$ cat config.mk
export PLATFORM = sky130hd
export DESIGN_NAME = line_matrix_prog
export DESIGN_NICKNAME = d
export VERILOG_FILES = /design/src/rtl/line_matrix_prog.sv
export SDC_FILE = /design/constraint.sdc
export NUM_CORES = 1
export LEC_CHECK = 0
export ABC_AREA = 1
export CORE_MARGIN = 5
export CORE_UTILIZATION = 35
export DETAILED_ROUTE_END_ITERATION = 8
export GPL_TIMING_DRIVEN = 0
export PLACE_DENSITY = 0.65
export SLEW_MARGIN = 20
export SYNTH_ARGS = -nofsm -noshare
export SYNTH_HDL_FRONTEND = slang
export SYNTH_SLANG_ARGS = --single-unit
$ cat constraint.sdc
create_clock -name sys_clk -period 2.3 [get_ports sys_clk]
set_clock_uncertainty 0.05 [all_clocks]
set_input_delay 0.46 -clock sys_clk [delete_from_list [all_inputs] [get_ports sys_clk]]
set_output_delay 0.46 -clock sys_clk [all_outputs]
set_load 0.01 [all_outputs]
$ cat src/rtl/line_matrix_prog.sv
// line_matrix_prog: timed select/strobe/reset sequencer for the accessory GPO line matrix.
// Optional macro LM_READBACK_EN adds a shadow table of committed routes readable via rd_addr/rd_data.
module line_matrix_prog #(
  parameter int SEL_W     = 4,
  parameter int SETUP_CYC = 4,
  parameter int HIGH_CYC  = 4,
  parameter int HOLD_CYC  = 4,
  parameter int RST_CYC   = 8,
  parameter int CNT_W     = 8
) (
  input  logic             sys_clk,
  input  logic             sys_rst,
  input  logic             cfg_valid,
  output logic             cfg_ready,
  input  logic [SEL_W-1:0] cfg_input_sel,
  input  logic [SEL_W-1:0] cfg_output_sel,
  input  logic             clear_req,
  output logic             lm_clk,
  output logic             lm_rstn,
  output logic [SEL_W-1:0] lm_input_select,
  output logic [SEL_W-1:0] lm_output_select,
  output logic             busy,
  output logic             done,
  output logic [CNT_W-1:0] route_count,
  input  logic [SEL_W-1:0] rd_addr,
  output logic [SEL_W:0]   rd_data
);
  typedef enum logic [2:0] {IDLE, CLEAR, SETUP, STROBE, HOLD} state_t;
  localparam int TW = 16;
  state_t state_q, state_d;
  logic [TW-1:0] tmr_q, tmr_d;
  logic clear_pend_q, clear_pend_d;
  logic lm_clk_q, lm_rstn_q, done_q;
  logic [SEL_W-1:0] in_sel_q, in_sel_d, out_sel_q, out_sel_d;
  logic [CNT_W-1:0] cnt_q, cnt_d;
  logic accept, commit, enter_clear, to_quiet;
  assign cfg_ready   = (state_q == IDLE) & ~clear_pend_q;
  assign accept      = cfg_valid & cfg_ready;
  assign commit      = (state_q == HOLD) && (tmr_q == '0);
  assign enter_clear = (state_d == CLEAR) && (state_q != CLEAR);
  assign to_quiet    = (state_d == IDLE) || (state_d == CLEAR);
  always_comb begin
    state_d = state_q;
    tmr_d   = (tmr_q == '0) ? '0 : tmr_q - 1'b1;
    case (state_q)
      IDLE: begin
        if (clear_pend_q) begin
          state_d = CLEAR;
          tmr_d   = TW'(RST_CYC - 1);
        end else if (cfg_valid) begin
          state_d = SETUP;
          tmr_d   = TW'(SETUP_CYC - 1);
        end
      end
      CLEAR: state_d = (tmr_q == '0) ? IDLE : CLEAR;
      SETUP: begin
        if (tmr_q == '0) begin
          state_d = STROBE;
          tmr_d   = TW'(HIGH_CYC - 1);
        end
      end
      STROBE: begin
        if (tmr_q == '0) begin
          state_d = HOLD;
          tmr_d   = TW'(HOLD_CYC - 1);
        end
      end
      HOLD: state_d = (tmr_q == '0) ? IDLE : HOLD;
      default: begin
        state_d = CLEAR;
        tmr_d   = TW'(RST_CYC - 1);
      end
    endcase
  end
  // selects only move when a route is latched or the matrix goes quiet, never mid-strobe
  always_comb begin
    in_sel_d     = accept ? cfg_input_sel : to_quiet ? '0 : in_sel_q;
    out_sel_d    = accept ? cfg_output_sel : to_quiet ? '0 : out_sel_q;
    clear_pend_d = clear_req | (clear_pend_q & (state_q != IDLE));
    cnt_d        = enter_clear ? '0 : (commit && ~&cnt_q) ? cnt_q + 1'b1 : cnt_q;
  end
  always_ff @(posedge sys_clk or posedge sys_rst) begin
    if (sys_rst) begin
      state_q      <= CLEAR;
      tmr_q        <= TW'(RST_CYC - 1);
      clear_pend_q <= 1'b0;
      lm_clk_q     <= 1'b0;
      lm_rstn_q    <= 1'b0;
      done_q       <= 1'b0;
      in_sel_q     <= '0;
      out_sel_q    <= '0;
      cnt_q        <= '0;
    end else begin
      state_q      <= state_d;
      tmr_q        <= tmr_d;
      clear_pend_q <= clear_pend_d;
      lm_clk_q     <= (state_d == STROBE);
      lm_rstn_q    <= (state_d != CLEAR);
      done_q       <= (state_d == IDLE) && (state_q != IDLE);
      in_sel_q     <= in_sel_d;
      out_sel_q    <= out_sel_d;
      cnt_q        <= cnt_d;
    end
  end
  assign lm_clk           = lm_clk_q;
  assign lm_rstn          = lm_rstn_q;
  assign lm_input_select  = in_sel_q;
  assign lm_output_select = out_sel_q;
  assign busy             = (state_q != IDLE);
  assign done             = done_q;
  assign route_count      = cnt_q;
`ifdef LM_READBACK_EN
  localparam int N = 1 << SEL_W;
  logic [N-1:0] vld_q;
  logic [SEL_W-1:0] tbl_q [N];
  logic [SEL_W:0] rd_q;
  always_ff @(posedge sys_clk or posedge sys_rst) begin
    if (sys_rst) begin
      vld_q <= '0;
      rd_q  <= '0;
    end else begin
      if (state_q == CLEAR) vld_q <= '0;
      else if (commit) vld_q[out_sel_q] <= 1'b1;
      rd_q <= vld_q[rd_addr] ? {1'b1, tbl_q[rd_addr]} : '0;
    end
  end
  always_ff @(posedge sys_clk) begin
    if (commit) tbl_q[out_sel_q] <= in_sel_q;
  end
  assign rd_data = rd_q;
`else
  logic unused_rd;
  assign unused_rd = ^rd_addr;
  assign rd_data   = '0;
`endif
endmodule

==> key figures, run 1 <==
Drt
  • Iteration-0 DRC Markers: 60
  • Final wirelength: 4.344 mm
  • Drt via density: 4.451
  • Vias: between 1,500 and 2,000
  • Post-DR wirelength/cell: between 10 and 15 um
  • TritonRoute pass-1 iters: 4
  • Post-DRT Antenna Nets: 0
  • DRC violations left: 0

Worst setup path
  • Crit-path max cell delay: 0.60 ns
  • Critical-path cell list: nor2_4 > nand2_2 > clkdlybuf4s50_1
  • WP data arrival: 1.67 ns
  • CP top delay family: flip-flops
  • R2R Path End: lm_input_select[2]$_DFFE_PP0P_
  • Worst R2R Setup Slack: 0.55 ns
  • CP Class: register to output port
  • WP buf/inv: 1
  • Critical-path top delay cell: dfstp_2
  • R2r startpoint: tmr_q[0]$_DFF_PP1_
  • Cells on worst reg2reg path: 10
  • Crit path depth: 3
  • CP endpoint kind: output port
  • Worst setup path start: state_q[0]$_DFF_PP1_
  • Critical-path maximum fanout: 6
  • Worst path required time: 1.79 ns
  • CP Launch Type: register

Layout
  • Commonest non-fill, non-tap cells in the layout: 55 x nand2_1, 38 x nor2_1, 34 x dfrtp_1
  • # nets final: about 320
  • Area grow syn2layout: 25.42%
  • Finished Layout Cells: 375
  • Share of post-route cells with drive strength above 1: 19.00%
  • Fill cell count: 603
  • Commonest non-fill, non-tap cell in the layout: nand2_1
  • ANT cells: 0

Logic synthesis
  • Post-Synthesis Cell Area: ~2200 sq um
  • Synth warn: 0
  • Gate Count Post-Synth: approximately 260
  • FF+latch count, synth: 39
  • Synth top area cells: dfrtp_1 41%, nand2_1 9.6%, nor2_1 6.6%
  • Synth top area share: 40.53%
  • Mean post-synth cell area: 8.474 sq um
  • Distinct cells, synth: 33
  • Largest area contributor in the netlist: dfrtp_1
  • Sequential area share after synthesis: 45.40%

Clocking
  • CTS clock-pin slew for the worst setup and hold paths: 0.09 ns
  • CTS H-tree depth: 2
  • Cell chosen for the clock root: clkbuf_8
  • CTS Buf Count: 5
  • Clk_lat worst skew: 0.30 ns
  • TritonCTS sink count: 39
  • Max Buffers Root-to-Sink: 2
  • CTS tree: built

Floorplan
  • Die H: 88.58 um
  • Core box area: 5956 sq um
  • Std cell rows: 28
  • Die Area: approximately 8000 sq um
  • Die outline width: 88.58 um
  • Initial Util: 36.28%
  • Num ports: 42

GRT
  • Grt total ovfl: 0
  • Vias in the first global route: 1,597
  • First-pass GRT wire length: 7.327 mm
  • All-Layer GR Usage: 12.08%
  • Maximum number of pins on one net before global-route repair: 21
  • Initial antenna violation count: 0

Timing
  • Fmax: 458.1 MHz
  • Final number of hold-violating endpoints: 0
  • Final TNS setup: 0 ns
  • Setup-failing EPs final: 0
  • Tcrit/Tclk final: 94.91%
  • Minimum clock period: about 2.2 ns
  • Fin. max-slew vios: 0
  • RSZ-0062 raised after global routing: no

Hold path
  • Class of the worst hold path: input pin to async pin

Place
  • PortBufs: 32
  • Routability congestion estimate from global placement: 0.8202
  • DPL Wire Length: approximately 3.2 mm
  • Placed cells: about 370

Pwr
  • Maximum vdd ir drop: between 0.6 and 0.7 mV
  • PwrDens: 1147 nW/um^2
  • Leak: 1.415 nW

Status
  • Status: finished, final reports clean

Flow run
  • Number of max-cap violations: 0
[metrics by stage]
stage	utilization, %	hold WS, ns	area (sq um)	worst slack, ns	total power, mW
after global routing	45.50	0.4919	2710	0.04620	3.372
after CTS	45.44	0.4559	2706	0.02354	3.151
after global placement	43.49	0.4320	2590	0.01240	2.637
final	45.50	0.4538	2710	0.1171	3.107
after detailed placement	43.95	0.4351	2618	0.2564	2.665
after floorplan	-	0.4508	2176	0.7071	2.283
[how the worst max path moves through the flow]
| stage | slack [ns] | endpoint |
|---|---|---|
| after detailed placement | 0.26 | lm_input_select[2]$_DFFE_PP0P_ |
| after global routing | 0.05 | busy |
| after floorplan | 0.71 | lm_input_select[0]$_DFFE_PP0P_ |
| after CTS | 0.02 | cfg_ready |
| final | 0.12 | busy |
| after global placement | 0.01 | route_count[3]$_DFFE_PP0P_ |
[logic make-up (layout without fill, tap and decap cells)]
kind of cell | count (synthesis) | count (layout) | synth area share (%)
fa+ha+maj | 2 | 2 | 1.158
other cells | 1 | 5 | 0.1735
buf+inv | 34 | 75 | 6.949
compound gates | 14 | 14 | 5.269
flops | 39 | 39 | 45.40
simple gates | 149 | 149 | 34.57
xor+xnor | 16 | 16 | 6.485
[where the power goes]
part           switching [mW]  total [mW]  internal (mW)
sequential              0.162        1.07          0.906
combinational           0.993        1.57          0.580
clock                   0.255       0.467          0.211
total                    1.41        3.11           1.70
[routing by layer]
layer | track usage (%) | routed length, um | up-vias
met5 | 0 | 0 | -
met2 | 17.95 | 1893 | 24
li1 | - | - | 877
met4 | 4.945 | 72 | 0
met3 | 3.538 | 194 | 4
met1 | 16.48 | 2184 | 764
[Yosys cell counts, drive strengths merged]
library cell and instances:
nor3 2, a21oi 4, ha 2, a31oi 1
nand2 65, buf 6, conb 1, nand4 4
dfrtp 35, o21ai 8, nand3 28, nor3b 1
dfstp 4, xnor2 2, inv 28, nor2 49
o21bai 1, xor2 14
[cell type report]
type | instances | area [sq um] | area share, %
Buffer | 6 | 42.54 | 1.570
Clock buffer | 5 | 68.82 | 2.539
Clock inverter | 3 | 20.02 | 0.7387
Inverter | 28 | 107.6 | 3.970
Multi-Input combinational cell | 186 | 1045 | 38.55
Sequential cell | 39 | 982.2 | 36.24
Tap cell | 75 | 93.84 | 3.463
Timing Repair Buffer | 33 | 350.3 | 12.93
[worst reg2reg max path: cells and delay by family, from the launching register on]
kind | cells | cell delay [ns]
adders and majority gates | 1 | 0.23
buffers and inverters | 1 | 0.06
DFF | 1 | 0.52
and+or+nand+nor | 8 | 0.79
[state kept, by name (all words and copies together) (netlist names)]
signal / cells
route_count: 8
done: 1
lm_rstn: 1
lm_clk: 1
lm_input_select: 4
tmr_q: 16
lm_output_select: 4
clear_pend_q: 1
state_q: 3
[repair_timing]
item	CTS	global route
hold buffers	0	0
gates resized for setup	0	2
setup buffers	0	0
endpoints found under the setup margin	0	1
No activity file was read; power rests on OpenSTA's default activity.
==> inputs of run 2 (changes only) <==
--- a/config.mk
+++ b/config.mk
@@ -6,9 +6,10 @@
 export NUM_CORES = 1
 export LEC_CHECK = 0
 export ABC_AREA = 1
-export CORE_MARGIN = 5
+export CORE_MARGIN = 4
 export CORE_UTILIZATION = 35
 export DETAILED_ROUTE_END_ITERATION = 8
+export GPL_ROUTABILITY_DRIVEN = 0
 export GPL_TIMING_DRIVEN = 0
 export PLACE_DENSITY = 0.65
 export SLEW_MARGIN = 20
==> run 2 against run 1 <==
Against the previous run:
- count of clock-buffer cells in the layout increased by 1
- clock power increased by 6.2%
- non-clock buffer count did not move
- sequential power about the same
- critical path depth up 1
- register-to-register slack about the same
- combinational power about the same
- critical path type unchanged
- largest cell class unchanged
- largest power group unchanged
==> key figures, run 2 (synthesis results as in run 1) <==
Pwr
  • Leak: 1.402 nW
  • Maximum vdd ir drop: ~0.66 mV
  • Reg power frac: 33.8%
  • Switch share: 45.05%
  • PwrDens: 1161 nW/um^2
  • Internal power: 1.734 mW
  • NetSw: 1.422 mW
  • Clock power share: 15.7%
  • Comb pwr share: 50.5%

Hold path
  • Class of the worst hold path: input pin to async pin

Worst setup path
  • WP buf/inv: 1
  • Critical-path maximum fanout: 6
  • WP data arrival: about 1.7 ns
  • Critical-path cell list: nor2_4 > nand2_4 > nor2_2 > clkdlybuf4s50_1
  • Crit-path max cell delay: 0.54 ns
  • CP endpoint kind: output port
  • CP Class: register to output port
  • Worst path required time: 1.79 ns
  • CP top delay family: buffers and inverters
  • CP Launch Type: register
  • Critical-path top delay cell: clkdlybuf4s50_1

Clocking
  • Clk_lat worst skew: 0.30 ns
  • Hold_buf cts: 0
  • Cell chosen for the clock root: clkbuf_8
  • CTS clock-pin slew for the worst setup and hold paths: approximately 0.08 ns
  • TritonCTS sink count: 39
  • CTS Buf Count: 5
  • CTS H-tree depth: 2
  • Max Buffers Root-to-Sink: 2
  • CTS tree: built

GRT
  • First-pass GRT wire length: about 7.4 mm
  • Initial antenna violation count: 0
  • Vias in the first global route: 1,657
  • Maximum number of pins on one net before global-route repair: 34
  • All-Layer GR Usage: 12.56%
  • Grt total ovfl: 0

Floorplan
  • Std cell rows: 28
  • Num ports: 42
  • Initial Util: 36.28%
  • Core box area: ~6000 sq um
  • Die outline width: 86.58 um
  • Die Area: 7495 sq um
  • Die H: 86.58 um

Drt
  • DRC violations left: 0
  • Top Layer Used: met4
  • Post-DRT Antenna Nets: 0
  • Post-DR wirelength/cell: approximately 11 um
  • Metal-1 WL: 2.103 mm
  • Wire length on met3: roughly 190 um
  • Drt via density: 4.408
  • Iteration-0 DRC Markers: 42
  • Vias: 1,653
  • TritonRoute pass-1 iters: 4
  • Met2 WL post-DR: roughly 1.8 mm
  • Final wirelength: 4.204 mm

Layout
  • Area grow syn2layout: 25.77%
  • ANT cells: 0
  • Commonest non-fill, non-tap cells in the layout: 55 x nand2_1, 37 x nor2_1, 34 x dfrtp_1
  • Max reg flops: 16
  • Largest Register: tmr_q
  • Share of post-route cells with drive strength above 1: between 10% and 20%
  • Commonest non-fill, non-tap cell in the layout: nand2_1
  • Design Area, Final: between 2000 and 3000 sq um
  • # nets final: 317

Timing
  • Fin. max-slew vios: 0
  • Tcrit/Tclk final: a little over nine tenths
  • Final TNS setup: 0 ns
  • Fmax: 457.9 MHz
  • Post-layout worst setup margin: 0.1160 ns
  • Worst hold slack: around 0.32 ns
  • Setup-failing EPs final: 0
  • Minimum clock period: between 2 and 2.5 ns
  • RSZ-0062 raised after global routing: no
  • Final number of hold-violating endpoints: 0

Status
  • Status: finished, final reports clean

Place
  • DPL Wire Length: 3.128 mm
  • PortBufs: 32
  • Worst slack, placed: 0.2884 ns
  • Placed Area: 2610 sq um

Flow run
  • Number of max-cap violations: 0
[run 2: final cells by class]
cell class / count / area [sq um]
fillers: 599 / 3238
multi-input cells: 186 / 1052
flip-flops and latches: 39 / 982.2
repair buffers: 33 / 340.3
inverters: 28 / 107.6
well taps: 75 / 93.84
clock buffers: 6 / 82.58
plain buffers: 6 / 42.54
clock inverters: 2 / 16.27
[run 2: per-stage QoR]
stage | std cells | utilization, % | total power, mW
5_1_grt | 375 | 45.63 | 3.439
3_3_place_gp | 366 | 43.49 | 2.639
4_1_cts | 375 | 45.53 | 3.196
6_report | 375 | 45.63 | 3.156
2_1_floorplan | 259 | - | 2.283
3_5_place_dp | 367 | 43.82 | 2.666
[run 2: per-layer routing]
metal / up-vias / global-route usage (%)
li1: 877 / -
met1: 744 / 16.83
met2: 24 / 18.92
met3: 8 / 3.707
met4: 0 / 5.241
met5: - / 0
[run 2: worst register-to-register path, stage by stage (launching register included)]
cell	delay (ns)
dfstp_2	0.52
inv_1	0.07
ha_1	0.23
nand2_2	0.17
nor2_4	0.07
nand2_4	0.12
nand3_2	0.12
buf_2	0.22
nor2_1	0.13
[run 2: power by group through the flow]
stage / registers [mW] / clock network [mW] / logic, mW
global placement: 1.07 / 0 / 1.56
detailed placement: 1.07 / 0 / 1.59
floorplan: 1.07 / 0 / 1.21
global route: 1.10 / 0.549 / 1.79
CTS: 1.07 / 0.518 / 1.61
finish: 1.07 / 0.496 / 1.59
[run 2: path summary, 6_finish.rpt]
check                                                start  slack (ns)                              end  cells after the start
setup / recovery                      state_q[1]$_DFF_PP0_        0.12                        cfg_ready                      4
hold / removal                                     sys_rst        0.32               tmr_q[9]$_DFF_PP0_                      2
setup reg to reg                        tmr_q[0]$_DFF_PP1_        0.56              tmr_q[13]$_DFF_PP0_                      8
hold reg to reg            lm_output_select[3]$_DFFE_PP0P_        0.45  lm_output_select[3]$_DFFE_PP0P_                      2
max in group asynchronous                          sys_rst        1.40               tmr_q[1]$_DFF_PP1_                      3
min in group sys_clk       lm_output_select[3]$_DFFE_PP0P_        0.45  lm_output_select[3]$_DFFE_PP0P_                      2
[run 2: what timing repair did]
action                                  CTS  global route
cloned                                    0             0
buffers inserted                          0             0
endpoints found under the hold margin     0             0
gates resized for setup                   1             2
endpoints found under the setup margin    1             2
pin swaps                                 0             0
==> inputs of run 3 (changes only) <==
--- a/config.mk
+++ b/config.mk
@@ -7,11 +7,11 @@
 export LEC_CHECK = 0
 export ABC_AREA = 1
 export CORE_MARGIN = 4
-export CORE_UTILIZATION = 35
+export CORE_UTILIZATION = 52
 export DETAILED_ROUTE_END_ITERATION = 8
 export GPL_ROUTABILITY_DRIVEN = 0
 export GPL_TIMING_DRIVEN = 0
-export PLACE_DENSITY = 0.65
+export PLACE_DENSITY = 0.87
 export SLEW_MARGIN = 20
 export SYNTH_ARGS = -nofsm -noshare
 export SYNTH_HDL_FRONTEND = slang
==> run 3 against run 2 <==
Against the previous run:
- maximum frequency increased by 0.10%
- critical path type unchanged
- register-to-register slack about the same
- sequential power about the same
- highest routed layer unchanged
- critical path depth unchanged
- routed wire length increased by 3.9%
==> key figures, run 3 (synthesis results as in run 1) <==
Timing
  • Final TNS setup: 0 ns
  • Setup-failing EPs final: 0
  • Fin. max-slew vios: 0
  • Final number of hold-violating endpoints: 0
  • Fmax: 458.4 MHz
  • Minimum clock period: 2.182 ns
  • Tcrit/Tclk final: 94.86%
  • RSZ-0062 raised after global routing: no
  • Worst hold slack: 0.3647 ns

Floorplan
  • Std cell rows: 23
  • Core box area: 4000 sq um
  • Die H: 72.46 um
  • Num ports: 42
  • Initial Util: 54.02%
  • Die outline width: roughly 72 um
  • Die Area: ~5300 sq um

Drt
  • TritonRoute pass-1 iters: 4
  • Drt via density: 4.974
  • Post-DRT Antenna Nets: 0
  • Iteration-0 DRC Markers: approximately 110
  • Final wirelength: 4.368 mm
  • Vias: 1,741
  • DRC violations left: 0
  • Post-DR wirelength/cell: approximately 12 um

Worst setup path
  • Critical-path maximum fanout: 6
  • CP Launch Type: register
  • CP endpoint kind: output port
  • Worst path required time: 1.79 ns
  • WP data arrival: 1.67 ns
  • CP Class: register to output port

Status
  • Status: finished, final reports clean

Place
  • DPL Wire Length: between 3 and 4 mm
  • PortBufs: 32
  • Placed cells: 342

Layout
  • ANT cells: 0
  • Largest Register: tmr_q
  • Max reg flops: 16
  • Fill cell count: 329
  • Commonest non-fill, non-tap cells in the layout: 55 x nand2_1, 38 x nor2_1, 35 x dfrtp_1
  • Seq. cell area: 980.9 sq um
  • Area grow syn2layout: 23.57%
  • Commonest non-fill, non-tap cell in the layout: nand2_1
  • Share of post-route cells with drive strength above 1: between 10% and 20%
  • Fin util: approximately two thirds
  • # nets final: between 300 and 400
  • Finished Layout Cells: 350
  • Area of the multi-input gates: between 1000 and 1500 sq um

Clocking
  • TritonCTS sink count: 39
  • CTS clock-pin slew for the worst setup and hold paths: ~0.080 ns
  • Clk_lat worst skew: a little under 0.3 ns
  • Post-CTS sizing: 0
  • CTS tree: built
  • Cell chosen for the clock root: clkbuf_8
  • Postcts setup bufs: 0
  • Hold_buf cts: 0
  • CTS Buf Count: 5
  • CTS H-tree depth: 2
  • Max Buffers Root-to-Sink: 2

Pwr
  • Leak: approximately 1.4 nW
  • PwrDens: 1176 nW/um^2
  • Pwr Total: 3.141 mW
  • Maximum vdd ir drop: 0.6848 mV

Hold path
  • Class of the worst hold path: input pin to async pin

GRT
  • Initial antenna violation count: 0
  • First-pass GRT wire length: 7.741 mm
  • Grt total ovfl: 0
  • Vias in the first global route: between 1,500 and 2,000
  • Maximum number of pins on one net before global-route repair: 29
  • All-Layer GR Usage: 19.08%

Flow run
  • Number of max-cap violations: 0
==> run 3: cell types whose count changed in the layout (fill, tap and decap cells not counted) <==
cell        previous run  this run
clkbuf_1               0         1
clkinv_2               0         1
clkinv_4               1         0
clkinvlp_4             1         0
dfrtp_1               34        35
dfrtp_2                1         0
nand2_2                4         5
nand2_4                5         4
nor2_1                37        38
nor2_2                 7         6
==> run 3: final timing paths <==
kind / startpoint / endpoint / slack [ns] / cells after the start
setup / recovery: state_q[1]$_DFF_PP0_ / cfg_ready / 0.12 / 4
hold / removal: sys_rst / tmr_q[6]$_DFF_PP0_ / 0.36 / 2
setup reg to reg: tmr_q[0]$_DFF_PP1_ / lm_output_select[1]$_DFFE_PP0P_ / 0.55 / 10
hold reg to reg: lm_input_select[1]$_DFFE_PP0P_ / lm_input_select[1]$_DFFE_PP0P_ / 0.45 / 2
max in group asynchronous: sys_rst / state_q[0]$_DFF_PP1_ / 1.33 / 3
min in group sys_clk: lm_input_select[1]$_DFFE_PP0P_ / lm_input_select[1]$_DFFE_PP0P_ / 0.45 / 2
==> run 3: per-layer routing <==
metal,vias to the layer above,track usage (%),routed length (um)
li1,878,-,-
met1,824,22.22,1880
met2,28,32.15,2223
met3,11,4.432,143
met4,0,10.86,121
met5,-,0,0
==> run 3: cell type report <==
type | count | share of cell area, %
multi-input cells | 186 | 39.13
inverters | 28 | 4.030
plain buffers | 6 | 1.593
well taps | 50 | 2.343
repair buffers | 33 | 12.75
flip-flops and latches | 39 | 36.74
clock inverters | 1 | 0.1874
clock buffers | 7 | 3.233
==> run 3: per-stage QoR <==
| step | cell area [sq um] | setup slack, ns |
|---|---|---|
| floorplan | 2176 | 0.7071 |
| global placement | 2559 | 0.04442 |
| detailed placement | 2579 | 0.3131 |
| CTS | 2670 | 0.09776 |
| global route | 2670 | 0.05069 |
| finish | 2670 | 0.1183 |
==> run 3: power by group <==
| part | switching, mW | internal (mW) |
|---|---|---|
| Sequential | 0.166 | 0.904 |
| Clock | 0.237 | 0.242 |
| Combinational | 1.01 | 0.580 |
| Total | 1.41 | 1.73 |
==> run 3: worst max-delay path, cell delays in order, from the launching register on <==
cell and delay (ns):
dfrtp_1 0.44, nor2_4 0.16, nand2_2 0.13, nor2_1 0.11, clkdlybuf4s50_1 0.54
==> edit 1: new RTL, flow settings as in run 2 <==
Re-encode `state_t` (5 states) as one-hot, 5 bits wide.
--- a/src/rtl/line_matrix_prog.sv
+++ b/src/rtl/line_matrix_prog.sv
@@ -27,3 +27,3 @@
 );
-  typedef enum logic [2:0] {IDLE, CLEAR, SETUP, STROBE, HOLD} state_t;
+  typedef enum logic [4:0] {IDLE = 5'b00001, CLEAR = 5'b00010, SETUP = 5'b00100, STROBE = 5'b01000, HOLD = 5'b10000} state_t;
   localparam int TW = 16;
Formal check against the unedited RTL: no difference found for any inputs over 10 cycles, from zero or initial values and one cycle with sys_rst high; not proved beyond that.
==> edit 1 against run 2 <==
Synthesized cell count grew 5.1%; cell area grew 2.3%; setup slack gained 37 ps; clock power grew 22%; sequential cell count grew 2; global-route usage grew 0.18 points; power shrank 13%; wire length grew 2.5%; die area grew 2.1%; critical path type unchanged; synthesized area grew 2.3%.
==> edit 1: results (changes against run 2) <==
post-cts sizing count 0 (was 1); placed cells 380 (was 367); xor-xnor portion of the synthesized cell area 6.73% (was 6.49%); Distinct cells, synth 28 (was 33); first-pass GRT wire length 7710 um (was 7400 um); max FFs per register 16 (unchanged); Seq/Total Area, Yosys 46.6% (was 45.4%); hpwl dp 3170 um (was 3130 um); status complete, no violations (unchanged); dpl ws 361 ps (was 288 ps); Switching Fraction 38.0% (was 45.1%); GRT Util Overall 12.7% (was 12.6%); leakage power 1.40 nW (about the same); FF-to-FF Start tmr_q[0] (unchanged); Post-Synth Adder-Cell Area 1.13% (was 1.16%); multi-input logic area 1040 um2 (was 1050 um2); share of cells above drive strength 1 16.9% (was 19.3%); fin cells 388 (was 375); critical path fanouts, max 4 (was 6); total CTS buffers 5 (unchanged); Clock Path Buffers 2 (unchanged); DRT iter0 DRCs 101 (was 42); nets 330 (was 317); Synth Area in Compound Gates 2.38% (was 5.27%); comb_multi_in 198 (was 186); Critical path origin state_q[1] (unchanged); P_comb 1.10 mW (was 1.59 mW); Detailed Route WL 4310 um (was 4200 um); Signal inverters 27 (was 28); post-place instance area 2660 um2 (was 2610 um2); Detailed Routing Iterations Pass 1 4 (unchanged); P per Cell Area 983 nW/um2 (was 1160 nW/um2); clk cell area share 4.19% (was 3.64%); Via-to-Cell Ratio 4.39 (was 4.41); maximum VDD drop 0.000357 V (was 0.000660 V); Buffers, non-clock 39 (unchanged); largest net degree at the start of global routing 25 (was 34); # clk buffers 7 (was 6); buffer share of cell area 14.1% (about the same); Worst EP arrival 1640 ps (was 1670 ps); average cell area after synthesis 8.25 um2 (was 8.47 um2); most area-consuming cells after synthesis dfrtp_1 (42%), nand2_1 (13%), nor2_1 (5.1%), dfstp_2 (4.8%), xor2_1 (4.4%) (was dfrtp_1 (41%), nand2_1 (9.6%), nor2_1 (6.6%), nand3_1 (6.0%), xor2_1 (5.7%)); Slowest cell on crit path dfstp_2 (was clkdlybuf4s50_1); clock-pin slew on the worst setup and hold paths about 90 ps; clock network fraction of total power 22.2% (was 15.7%); initial antenna violation count 0 (unchanged); vias in the first global route 1662 (was 1657); number of fill cells in the layout 593 (was 599); Sequential Area 1030 um2 (was 982 um2); clock root buffer clkbuf_8 (unchanged); clk sink count 41 (was 39); commonest cells in the synthesized netlist nand2_1 (76), dfrtp_1 (37), nor2_1 (30) (was nand2_1 (55), nor2_1 (38), dfrtp_1 (35)); mux contribution to synthesized area 0% (unchanged); fraction of area in registers 37.1% (was 36.1%)
edit 1: changes by cell type after synthesis, moves of 3 or more:
cell	before	now
xnor2_1	2	6
o21ai_0	1	6
nand3_1	26	16
nand2_1	55	76
o21ai_2	3	0
nor2_1	38	30
nor2_2	6	14
o21ai_1	3	0
xor2_1	14	11
edit 1: worst paths after layout:
| check | endpoint | slack [ps] | cells after the start |
|---|---|---|---|
| worst max-delay path | busy | 150 | 5 |
| worst min-delay path | lm_output_select[0] | 410 | 2 |
| worst max register to register | lm_input_select[2] | 460 | 9 |
| worst min register to register | lm_input_select[1] | 430 | 2 |
| max in group asynchronous | tmr_q[0] | 1240 | 3 |
| min in group sys_clk | lm_input_select[1] | 430 | 2 |
edit 1: layer usage:
metal  wire length (um)  vias to the layer above  share of wire [%]  global-route usage (%)
met5                  0                        -                  0                       0
met4                 67                        0                1.6                    4.18
met3                193                        6                4.5                    3.50
met2               1980                       26                 46                    19.8
met1               2070                      755                 48                    17.1
li1                   -                      916                  -                       -
==> edit 2: new RTL, config.mk and constraints of run 2 <==
Without the edit above. Set the parameter `SEL_W` to 2 (it was 4).
--- a/src/rtl/line_matrix_prog.sv
+++ b/src/rtl/line_matrix_prog.sv
@@ -3,3 +3,3 @@
 module line_matrix_prog #(
-  parameter int SEL_W     = 4,
+  parameter int SEL_W     = 2,
   parameter int SETUP_CYC = 4,
Interface: changed (6 resized); port bits go from 42 to 30. No check against the original RTL was run, so the function may have changed too.
==> edit 2 against run 2 <==
Critical path depth unchanged; cell area decreased by 16%; die area decreased by 13%; sequential cell count decreased by 4; combinational power decreased by 38%; power decreased by 23%; setup slack improved by 55 ps; critical endpoint unchanged; maximum frequency increased by 2.6%; synthesized area decreased by 14%; wire length decreased by 9.7%.
==> edit 2: results (changes against run 2) <==
clock latency at the later pin of the worst-skew pair 280 ps (was 300 ps); Synth Area in Compound Gates 4.19% (was 5.27%); Post-Synth Adder-Cell Area 1.35% (was 1.16%); Antenna Cells 0 (unchanged); largest net degree at the start of global routing 36 (was 34); Hold Crit Class reg -> reg (was in -> async); Seq/Total Area, Yosys 47.6% (was 45.4%); dpl ws 340 ps (was 288 ps); met3 wire len 140 um (was 187 um); fin cells 336 (was 375); met2 WL 1840 um (about the same); total CTS buffers 5 (unchanged); Switching Fraction 39.5% (was 45.1%); Post-Synthesis Cells 232 (was 255); DR WL/cell 11.3 um (was 11.2 um); leakage power 1.14 nW (was 1.40 nW); xor-xnor portion of the synthesized cell area 7.10% (was 6.49%); Worst EP arrival 1620 ps (was 1670 ps); DRT iter0 DRCs 48 (was 42); share of cells above drive strength 1 11.7% (was 19.3%); nets 277 (was 317); Setup Buffers After CTS 0 (unchanged); post-cts sizing count 0 (was 1); status complete, no violations (unchanged); GRT Util Overall 13.5% (was 12.6%); initial antenna violation count 0 (unchanged); Distinct cells, synth 31 (was 33); GR Util met3 3.25% (was 3.71%); largest register by flop count tmr_q (unchanged); placed cells 328 (was 367); Metal-1 WL 1730 um (was 2100 um); M1 GR Usage 16.2% (was 16.8%); GRT met2 Usage 23.0% (was 18.9%); first-pass GRT wire length 6930 um (was 7400 um); Via-to-Cell Ratio 4.54 (was 4.41); H-tree levels 2 (unchanged); Synth Flop Type dfrtp_1 (unchanged); vias in the first global route 1569 (was 1657); # hold bufs at CTS 0 (unchanged); maximum VDD drop 0.000692 V (was 0.000660 V); max-slew violations 0 (unchanged); hpwl dp 2770 um (was 3130 um); commonest cells in the synthesized netlist nand2_1 (62), nor2_1 (46), dfrtp_1 (31) (was nand2_1 (55), nor2_1 (38), dfrtp_1 (35)); IO buf count 24 (was 32); most area-consuming cells after synthesis dfrtp_1 (42%), nand2_1 (13%), nor2_1 (9.3%), dfstp_2 (5.7%), xnor2_1 (4.3%) (was dfrtp_1 (41%), nand2_1 (9.6%), nor2_1 (6.6%), nand3_1 (6.0%), xor2_1 (5.7%))
## edit 2: cell count changes after synthesis, sizes merged, moves of 2 or more
cell           run 2  this run
dfrtp             35        31
xnor2              2         9
nand3             28        12
o21ai              8         4
nor3               2         6
xor2              14         6
nand3b             0         3
inv               28        21
nand4              4         6
## edit 2: cell type report
| class | count | area [um2] |
|---|---|---|
| plain buffers | 5 | 32.5 |
| clock buffers | 7 | 96.3 |
| clock inverters | 1 | 7.51 |
| fillers | 521 | 2810 |
| inverters | 21 | 78.8 |
| multi-input cells | 173 | 870 |
| flip-flops and latches | 35 | 881 |
| well taps | 70 | 87.6 |
| repair buffers | 24 | 240 |
## edit 2: final timing paths
path | startpoint | endpoint | slack, ps | cells after the start
worst max-delay path | state_q[1] | cfg_ready | 170 | 4
worst min-delay path | lm_output_select[0] | lm_output_select[0] | 450 | 2
worst max register to register | tmr_q[0] | route_count[6] | 420 | 9
worst min register to register | lm_output_select[0] | lm_output_select[0] | 450 | 2
max in group asynchronous | sys_rst | state_q[2] | 1170 | 2
min in group asynchronous | sys_rst | tmr_q[5] | 560 | 2
## edit 2: critical path, stage by stage, from the launching register on
cell	delay, ps
dfrtp_1	410
nor2_2	170
nand2_2	110
nor2_1	100
clkdlybuf4s50_1	540
## edit 2: stage by stage
stage	power [mW]	area, um2	utilization [%]
3_5_place_dp	1.95	2180	42.8
3_3_place_gp	1.93	2180	42.8
4_1_cts	2.47	2290	44.8
2_1_floorplan	1.70	1860	-
5_1_grt	2.68	2290	44.9
6_report	2.44	2290	44.9
## edit 2: power groups by stage
stage	Sequential, mW	Clock [mW]	Combinational (mW)
floorplan	0.947	0	0.755
global placement	0.967	0	0.964
detailed placement	0.975	0	0.979
CTS	0.964	0.513	0.988
global route	0.993	0.547	1.14
finish	0.967	0.497	0.978
